**src/rtl/writeback_stage_pkg.sv**
```systemverilog
// Purpose: shared types and constants for the writeback stage and its load extender.
// Latency: n/a (types, constants and an elaboration-time helper only).
// Backpressure: n/a.
// Contents: result-source enum, load funct3 encodings, XLEN legality check.
package writeback_stage_pkg;

  typedef enum logic [1:0] {
    SRC_ALU  = 2'd0,
    SRC_LOAD = 2'd1,
    SRC_PC4  = 2'd2,
    SRC_CSR  = 2'd3
  } result_src_e;

  localparam logic [2:0] F3_LB  = 3'b000;
  localparam logic [2:0] F3_LH  = 3'b001;
  localparam logic [2:0] F3_LW  = 3'b010;
  localparam logic [2:0] F3_LD  = 3'b011;
  localparam logic [2:0] F3_LBU = 3'b100;
  localparam logic [2:0] F3_LHU = 3'b101;
  localparam logic [2:0] F3_LWU = 3'b110;

  function automatic bit xlen_legal(int xlen);
    return (xlen == 32) || (xlen == 64);
  endfunction

endpackage

```
**src/rtl/writeback_stage_load_extend.sv**
```systemverilog
// Purpose: extract the addressed byte/half/word lane of a load and sign/zero extend it.
// Latency: combinational.
// Backpressure: none.
// Ports: funct3_i (load size/sign), byte_off_i (address low bits), raw_i (aligned word), ext_o (result).
module writeback_stage_load_extend
  import writeback_stage_pkg::*;
#(
  parameter int XLEN  = 32,
  parameter int OFF_W = $clog2(XLEN / 8)
) (
  input  logic [2:0]       funct3_i,
  input  logic [OFF_W-1:0] byte_off_i,
  input  logic [XLEN-1:0]  raw_i,
  output logic [XLEN-1:0]  ext_o
);

  logic [OFF_W-1:0] half_off;
  logic [OFF_W-1:0] word_off;
  logic [7:0]       byte_v;
  logic [15:0]      half_v;
  logic [31:0]      word_v;

  // Low offset bits below the access size are ignored; misalignment is trapped upstream.
  assign half_off = byte_off_i & ~OFF_W'(1);
  assign word_off = byte_off_i & ~OFF_W'(3);

  assign byte_v = 8'(raw_i >> {byte_off_i, 3'b000});
  assign half_v = 16'(raw_i >> {half_off, 3'b000});
  assign word_v = 32'(raw_i >> {word_off, 3'b000});

  always_comb begin
    ext_o = raw_i;
    case (funct3_i)
      F3_LB:  ext_o = XLEN'($signed(byte_v));
      F3_LBU: ext_o = XLEN'(byte_v);
      F3_LH:  ext_o = XLEN'($signed(half_v));
      F3_LHU: ext_o = XLEN'(half_v);
      F3_LW:  ext_o = XLEN'($signed(word_v));
      // LWU only exists on RV64; elsewhere the raw word passes through.
      F3_LWU: ext_o = (XLEN == 64) ? XLEN'(word_v) : raw_i;
      F3_LD:  ext_o = raw_i;
      default: ext_o = raw_i;
    endcase
  end

endmodule

```
**src/rtl/writeback_stage.sv**
```systemverilog
// Purpose: M->W pipeline register with stall/flush, load extension, result mux, gated rf write.
// Latency: one cycle from M inputs to W outputs; result_w_o is combinational from W registers.
// Backpressure: stall_w_i holds W; flush_w_i (wins over stall) clears valid on the next edge.
// Ports: clk_i/reset_ni; M-stage inputs *_m_i (incl. rd_m_i); W outputs result/rd/reg_write/valid.
// Optional: define WRITEBACK_RETIRE_COUNT_EN to add retire_count_o, a wrapping CNT_W counter.
module writeback_stage
  import writeback_stage_pkg::*;
#(
  parameter int XLEN       = 32,
  parameter int REG_ADDR_W = 5,
  parameter int CNT_W      = 64
) (
  input  logic                  clk_i,
  input  logic                  reset_ni,
  input  logic                  stall_w_i,
  input  logic                  flush_w_i,
  input  logic                  valid_m_i,
  input  logic                  reg_write_m_i,
  input  logic [1:0]            result_src_m_i,
  input  logic [2:0]            funct3_m_i,
  input  logic [REG_ADDR_W-1:0] rd_m_i,
  input  logic [XLEN-1:0]       alu_result_m_i,
  input  logic [XLEN-1:0]       read_data_m_i,
  input  logic [XLEN-1:0]       pc_plus_4_m_i,
  input  logic [XLEN-1:0]       csr_data_m_i,
  output logic [XLEN-1:0]       result_w_o,
  output logic [REG_ADDR_W-1:0] rd_w_o,
  output logic                  reg_write_w_o,
  output logic                  valid_w_o
`ifdef WRITEBACK_RETIRE_COUNT_EN
  ,
  output logic [CNT_W-1:0]      retire_count_o
`endif
);

  localparam int OFF_W = $clog2(XLEN / 8);

  if (!xlen_legal(XLEN)) begin : g_bad_xlen
    $error("writeback_stage: XLEN must be 32 or 64");
  end
  if (CNT_W < 1) begin : g_bad_cnt_w
    $error("writeback_stage: CNT_W must be at least 1");
  end

  typedef struct packed {
    logic                  valid;
    logic                  reg_write;
    result_src_e           src;
    logic [2:0]            funct3;
    logic [REG_ADDR_W-1:0] rd;
    logic [XLEN-1:0]       alu;
    logic [XLEN-1:0]       rdata;
    logic [XLEN-1:0]       pc4;
    logic [XLEN-1:0]       csr;
  } w_regs_t;

  w_regs_t         w_q, w_d;
  logic [XLEN-1:0] load_ext;

  always_comb begin
    w_d = w_q;
    if (flush_w_i) begin
      // Only valid matters after a flush; data fields are left as-is.
      w_d.valid = 1'b0;
    end else if (!stall_w_i) begin
      w_d.valid     = valid_m_i;
      w_d.reg_write = reg_write_m_i;
      w_d.src       = result_src_e'(result_src_m_i);
      w_d.funct3    = funct3_m_i;
      w_d.rd        = rd_m_i;
      w_d.alu       = alu_result_m_i;
      w_d.rdata     = read_data_m_i;
      w_d.pc4       = pc_plus_4_m_i;
      w_d.csr       = csr_data_m_i;
    end
  end

  always_ff @(posedge clk_i or negedge reset_ni) begin
    if (!reset_ni) begin
      w_q <= '0;
    end else begin
      w_q <= w_d;
    end
  end

  writeback_stage_load_extend #(
    .XLEN (XLEN),
    .OFF_W(OFF_W)
  ) u_load_extend (
    .funct3_i  (w_q.funct3),
    .byte_off_i(w_q.alu[OFF_W-1:0]),
    .raw_i     (w_q.rdata),
    .ext_o     (load_ext)
  );

  always_comb begin
    result_w_o = w_q.alu;
    case (w_q.src)
      SRC_ALU:  result_w_o = w_q.alu;
      SRC_LOAD: result_w_o = load_ext;
      SRC_PC4:  result_w_o = w_q.pc4;
      SRC_CSR:  result_w_o = w_q.csr;
      default:  result_w_o = w_q.alu;
    endcase
  end

  assign rd_w_o        = w_q.rd;
  assign valid_w_o     = w_q.valid;
  // x0 is hardwired to zero, so a write to it is never issued. A stalled valid
  // instruction keeps the strobe high; rewriting the same value is harmless.
  assign reg_write_w_o = w_q.valid & w_q.reg_write & (w_q.rd != '0);

`ifdef WRITEBACK_RETIRE_COUNT_EN
  logic [CNT_W-1:0] retire_count_q, retire_count_d;

  // An instruction retires when it leaves W; a flush on that edge still counts it.
  always_comb begin
    retire_count_d = retire_count_q;
    if (w_q.valid && !stall_w_i) begin
      retire_count_d = retire_count_q + CNT_W'(1);
    end
  end

  always_ff @(posedge clk_i or negedge reset_ni) begin
    if (!reset_ni) begin
      retire_count_q <= '0;
    end else begin
      retire_count_q <= retire_count_d;
    end
  end

  assign retire_count_o = retire_count_q;
`else
  // No retire counter state in this build.
`endif

endmodule

```
**config.mk**
```make
export PLATFORM = sky130hd
export DESIGN_NAME = writeback_stage
export DESIGN_NICKNAME = d
export VERILOG_FILES = /design/src/rtl/writeback_stage_pkg.sv /design/src/rtl/writeback_stage_load_extend.sv /design/src/rtl/writeback_stage.sv
export SDC_FILE = /design/constraint.sdc
export NUM_CORES = 1
export LEC_CHECK = 0
export CAP_MARGIN = 30
export CORE_AREA = 2 2 149 166
export CTS_BUF_LIST = sky130_fd_sc_hd__clkbuf_2 sky130_fd_sc_hd__clkbuf_4 sky130_fd_sc_hd__clkbuf_8
export DETAILED_ROUTE_END_ITERATION = 12
export DIE_AREA = 0 0 151 168
export GPL_ROUTABILITY_DRIVEN = 0
export PLACE_DENSITY = 0.63
export SETUP_SLACK_MARGIN = 0.5
export SLEW_MARGIN = 5
export SYNTH_ARGS = -nofsm -noshare
export SYNTH_HDL_FRONTEND = slang
export SYNTH_HIERARCHICAL = 1
export SYNTH_SLANG_ARGS = --single-unit
```
**constraint.sdc**
```tcl
create_clock -name clk_i -period 3.4 [get_ports clk_i]
set_input_delay 0.68 -clock clk_i [delete_from_list [all_inputs] [get_ports clk_i]]
set_output_delay 0.68 -clock clk_i [all_outputs]
set_load 0.05 [all_outputs]
```
======== Word level (Yosys, flattened, before mapping) ========
Index checks and enable logic that the tools add are counted.
storage, ports and cells
  bits in registers ....................... 140
  bits in latches ......................... 0
  RAM bits ................................ 0
  memory bits (read-only) ................. 0
  bits of input ports ..................... 144
  memories kept ........................... 0
operators by class
  add/sub/neg operators ................... 0
  multiply operators ...................... 0
  divide/modulo/power cells ............... 0
  $lt $le $gt $ge ......................... 0
  eq/ne operators ......................... 7
  shift operators ......................... 2
  mux-type cells .......................... 4
  bitwise logic cells ..................... 4
  reduce and logical (&&, ||, !) cells .... 4
operators by type and width
  kind                number
  $pmux 32 s4         2
  $mux 140            1
  $shr 32x5->16       1
  $shr 32x5->8        1
  $eq 3x3->1 const B  2
  $reduce_bool 5->1   1
  $eq 2x2->1 const B  2
  $eq 3x1->1 const B  1
  $logic_not 3->1     1
  $and 1x1->1         2
  $eq 2x1->1 const B  1
  $logic_not 2->1     1
  $ne 2x1->1 const B  1
  $not 1->1           2
  $reduce_and 2->1    1
  $mux 1              1

======== Depth between registers and ports, before layout ========
  word-level depth ........................ 3
  depth in mapped cells ................... 6
  gate-level depth less buffers ........... 4

======== Modules after synthesis ========
The synthesis kept the hierarchy.
by module, submodules not included
  module                       times used  cells each  area each (sq um)
  writeback_stage              1           344         6,640.1
  writeback_stage_load_extend  1           130         845.8

======== Least setup slack after synthesis ========
OpenSTA, ideal clock, no wires.
  path kind ............................... register to output
  start point ............................. register w_q[96] (netlist name)
  end point ............................... output result_w_o[26]
  arrival time ............................ 2.090 ns
  data required time ...................... 2.720 ns
  slack ................................... 0.630 ns
  cell stages (with the launch flop) ...... 7
  path through ............................ dfrtp_1 -> buf_6 -> mux2_4 -> a22oi_4 -> buf_6 -> o211ai_1 -> mux4_1
between the ends
  word-level cells in the longest chain between the ends .. 3
ends and longest elaborated chain
  item                    line                               source
  start, declared         writeback_stage.sv:57              w_regs_t w_q, w_d;
  start signal, assigned  writeback_stage.sv:82              w_q <= w_d;
  $shr 32x5->8            writeback_stage_load_extend.sv:27  assign byte_v = 8'(raw_i >> {byte_off_i, 3'b000});
  $pmux 32 s4             writeback_stage_load_extend.sv:33  case (funct3_i)
  via load_ext[26]        writeback_stage.sv:58              logic [XLEN-1:0] load_ext;
  $pmux 32 s4             writeback_stage.sv:98              case (w_q.src)
  end, declared           writeback_stage.sv:26              output logic [XLEN-1:0] result_w_o,
The timed path passes the listed nets, and every way through them passes these cells.

======== Worst setup path in the final report ========
Ends and elaborated chain as after synthesis.

==> flow_metrics.tcl <==
set metrics [dict create \
    synth-edff-count 0 \
    synth.most_common_cell "dfrtp_1" \
    final_cells 981 \
    status "completed" \
    root_buffer "clkbuf_8" \
    initial_core_util_pct 31.4 \
    cts_buffers 17 \
    portBuffers 182 \
    cap_violations 0 \
    synthMuxAreaShare_pct 38.1 \
    hpwl_um 14100 \
    path_max_fanout 6 \
    synthTopCellsByArea "dfrtp_1 47%, mux2_4 22%, mux4_2 8.7%" \
    pwr-share-clk_pct 26.7 \
    syn_inst 474 \
    p_switching_mw 1.98 \
    grt.overflow.total 0 \
    power_mw 5.95 \
    tns_ns 0 \
    antenna_cells 0 \
    yosys.cell_types.count 35 \
    grt_use_total_pct 15.5 \
    fin_area_mm2 0.0102 \
    first_pass_iters 4 \
    skew_ns 0 \
    period_needed_ns 3.18 \
    fp.dieW_um 151 \
    async_flop_share_pct 100 \
    cp-start-kind "flop" \
    rsz0062_at_grt "yes" \
    num_vias 4736 \
    synth-simple-area-share_pct 3.69 \
    max-slew-margin-rel_pct 39.5 \
    wl_um 19700 \
    critPathMaxStageDelay_ns 0.50 \
    cts_sinks 140 \
    ctsHoldBuffers 0 \
    slew_violations 0 \
    cts_tree "built" \
    yosys_most_used_dff "dfrtp_1" \
    htree_levels 4 \
    crit_required_ns 2.72 \
    path_delay_family "multiplexers" \
    io_pins 183 \
    yosys_warnings 6 \
    coreArea_mm2 0.0239 \
    clk_pin_slew_ns 0.08 \
    power.leakage_nw 4.31 \
    synth_compound_area_share_pct 5.11 \
    grt_pass1_wl_um 29400 \
    crit_chain "mux2_4, a22oi_4, buf_6, o211ai_1, mux4_2, buf_8" \
    synth_common_cells "140 x dfrtp_1, 112 x mux2_4, 32 x mux2_2" \
    syn_to_final_growth_pct 35.7 \
    synthesis.nets 618 \
    timing.fmax_mhz 314 \
    syn_area_mm2 0.00749 \
    rows 60 \
    synthXorXnorAreaFrac_pct 0 \
    placed_area_mm2 0.00930 \
    sequentialPowerShare_pct 36.1 \
    avgSynthCellArea_um2 15.8 \
    critical_path_arrival_ns 2.50 \
    drt-initial-drc-count 222 \
    layout.nets 803 \
    drtAntennaViolNets 0 \
    drive_gt1_share_pct 43.7 \
    hold_path_class "in2async" \
    power.density_mw_per_mm2 586 \
    insertion_delay_ns 0.45 \
    antenna_found_initial 0 \
    worstMarginPinSlew_ns 0.908 \
    wl_per_cell_um 20.0 \
    dp_cells 938 \
    die_h_um 168 \
    die-area_mm2 0.0254 \
    pwr-share-comb_pct 37.2 \
    clockBufferDepth 2 \
    vdd_drop_max_mv 0.274 \
    hold_viol_final 0 \
    period_share_pct 93.5 \
    critPathKind "reg2out" \
    drc 0 \
    grt_pass1_vias 5129 \
    switching_share_pct 33.2 \
    intPower_mw 3.97 \
    synth_seq_area_share_pct 46.8 \
    setup_viol 0 \
    viasPerCell 4.83 \
    synth_top_cell_by_area "dfrtp_1" \
    synth_top_area_share_pct 46.8 \
    synth_top_family_by_area "multiplexers" \
    ys_seq_elements 140 \
    end_kind "primary output" \
    synth_adder_area_share_pct 0 \
    grt_max_degree 72 \
    crit_buf_inv 2 \
    cpMaxStageDelayCell "mux4_2" \
]
-- sequential cells by signal (all words and copies together) (netlist names) --
register   count
rd_w_o         5
valid_w_o      1
w_q          134
-- path summary, 6_finish.rpt --
path | start | end | slack [ns] | cells after the start
min in group clk_i | w_q[21]$_DFFE_PN0P_ | w_q[21]$_DFFE_PN0P_ | 0.51 | 1
max in group asynchronous | reset_ni | w_q[5]$_DFFE_PN0P_ | 2.25 | 2
setup / recovery | w_q[96]$_DFFE_PN0P_ | result_w_o[26] | 0.22 | 6
hold reg to reg | w_q[21]$_DFFE_PN0P_ | w_q[21]$_DFFE_PN0P_ | 0.51 | 1
hold / removal | reset_ni | rd_w_o[3]$_DFFE_PN0P_ | 0.22 | 1
setup reg to reg | w_q[137]$_DFFE_PN0P_ | w_q[137]$_DFFE_PN0P_ | 2.08 | 1
-- power groups by stage --
stage | registers, mW | clock network (mW) | logic, mW
floorplan | 2.05 | 0 | 1.48
global placement | 2.16 | 0 | 1.96
detailed placement | 2.17 | 0 | 1.98
CTS | 2.14 | 1.65 | 2.19
global route | 2.18 | 1.72 | 2.32
finish | 2.15 | 1.59 | 2.21
-- logic make-up after synthesis --
family	Yosys count
compound gates	49
flops	140
simple gates	57
buf+inv	44
mux	184
-- per-stage QoR --
stage | util, % | setup WS (ns) | hold WS, ns
global route | 42.5 | 0.142 | 0.250
detailed placement | 39.0 | 0.416 | 0.489
finish | 42.5 | 0.220 | 0.222
CTS | 42.2 | 0.176 | 0.225
floorplan | - | 0.630 | 0.384
global placement | 39.0 | 0.500 | 0.480
-- metal layers --
metal	GRT usage, %	share of wire, %
met2	26.0	50
met1	19.6	42
met3	4.01	5.7
met5	0	0
met4	5.04	2.1
-- area by class of cell --
cell class,instances,area [um^2]
multi-input combinational,290,3650
inverter,2,7.51
clock buffer,21,277
sequential,140,3510
tap,310,388
fill,2171,13700
clock inverter,10,190
timing repair buffer,208,2130
-- repair_timing --
action | CTS | global route
resized for setup | 69 | 9
cloned | 1 | 1
buffers inserted | 9 | 1
endpoints found under the setup margin | 33 | 32
pin swaps | 8 | 4
-- cell usage in the layout (no fill, tap or decap), types with 4 or more instances in the layout --
cell type          n
o211ai_1          20
buf_4             26
mux2_4           112
dfrtp_2            5
nand2_1           29
buf_6             22
o21ai_4            4
nand3_1            6
clkbuf_8          19
nor2b_1            8
bufinv_16          5
dfrtp_1          134
buf_8              6
mux2_2            32
a21o_1             5
a21oi_1            4
buf_12             4
nor2_1             4
mux2i_1            4
clkdlybuf4s50_1  148
mux4_2            31
Note: power is estimated with default switching activity, not from simulation.
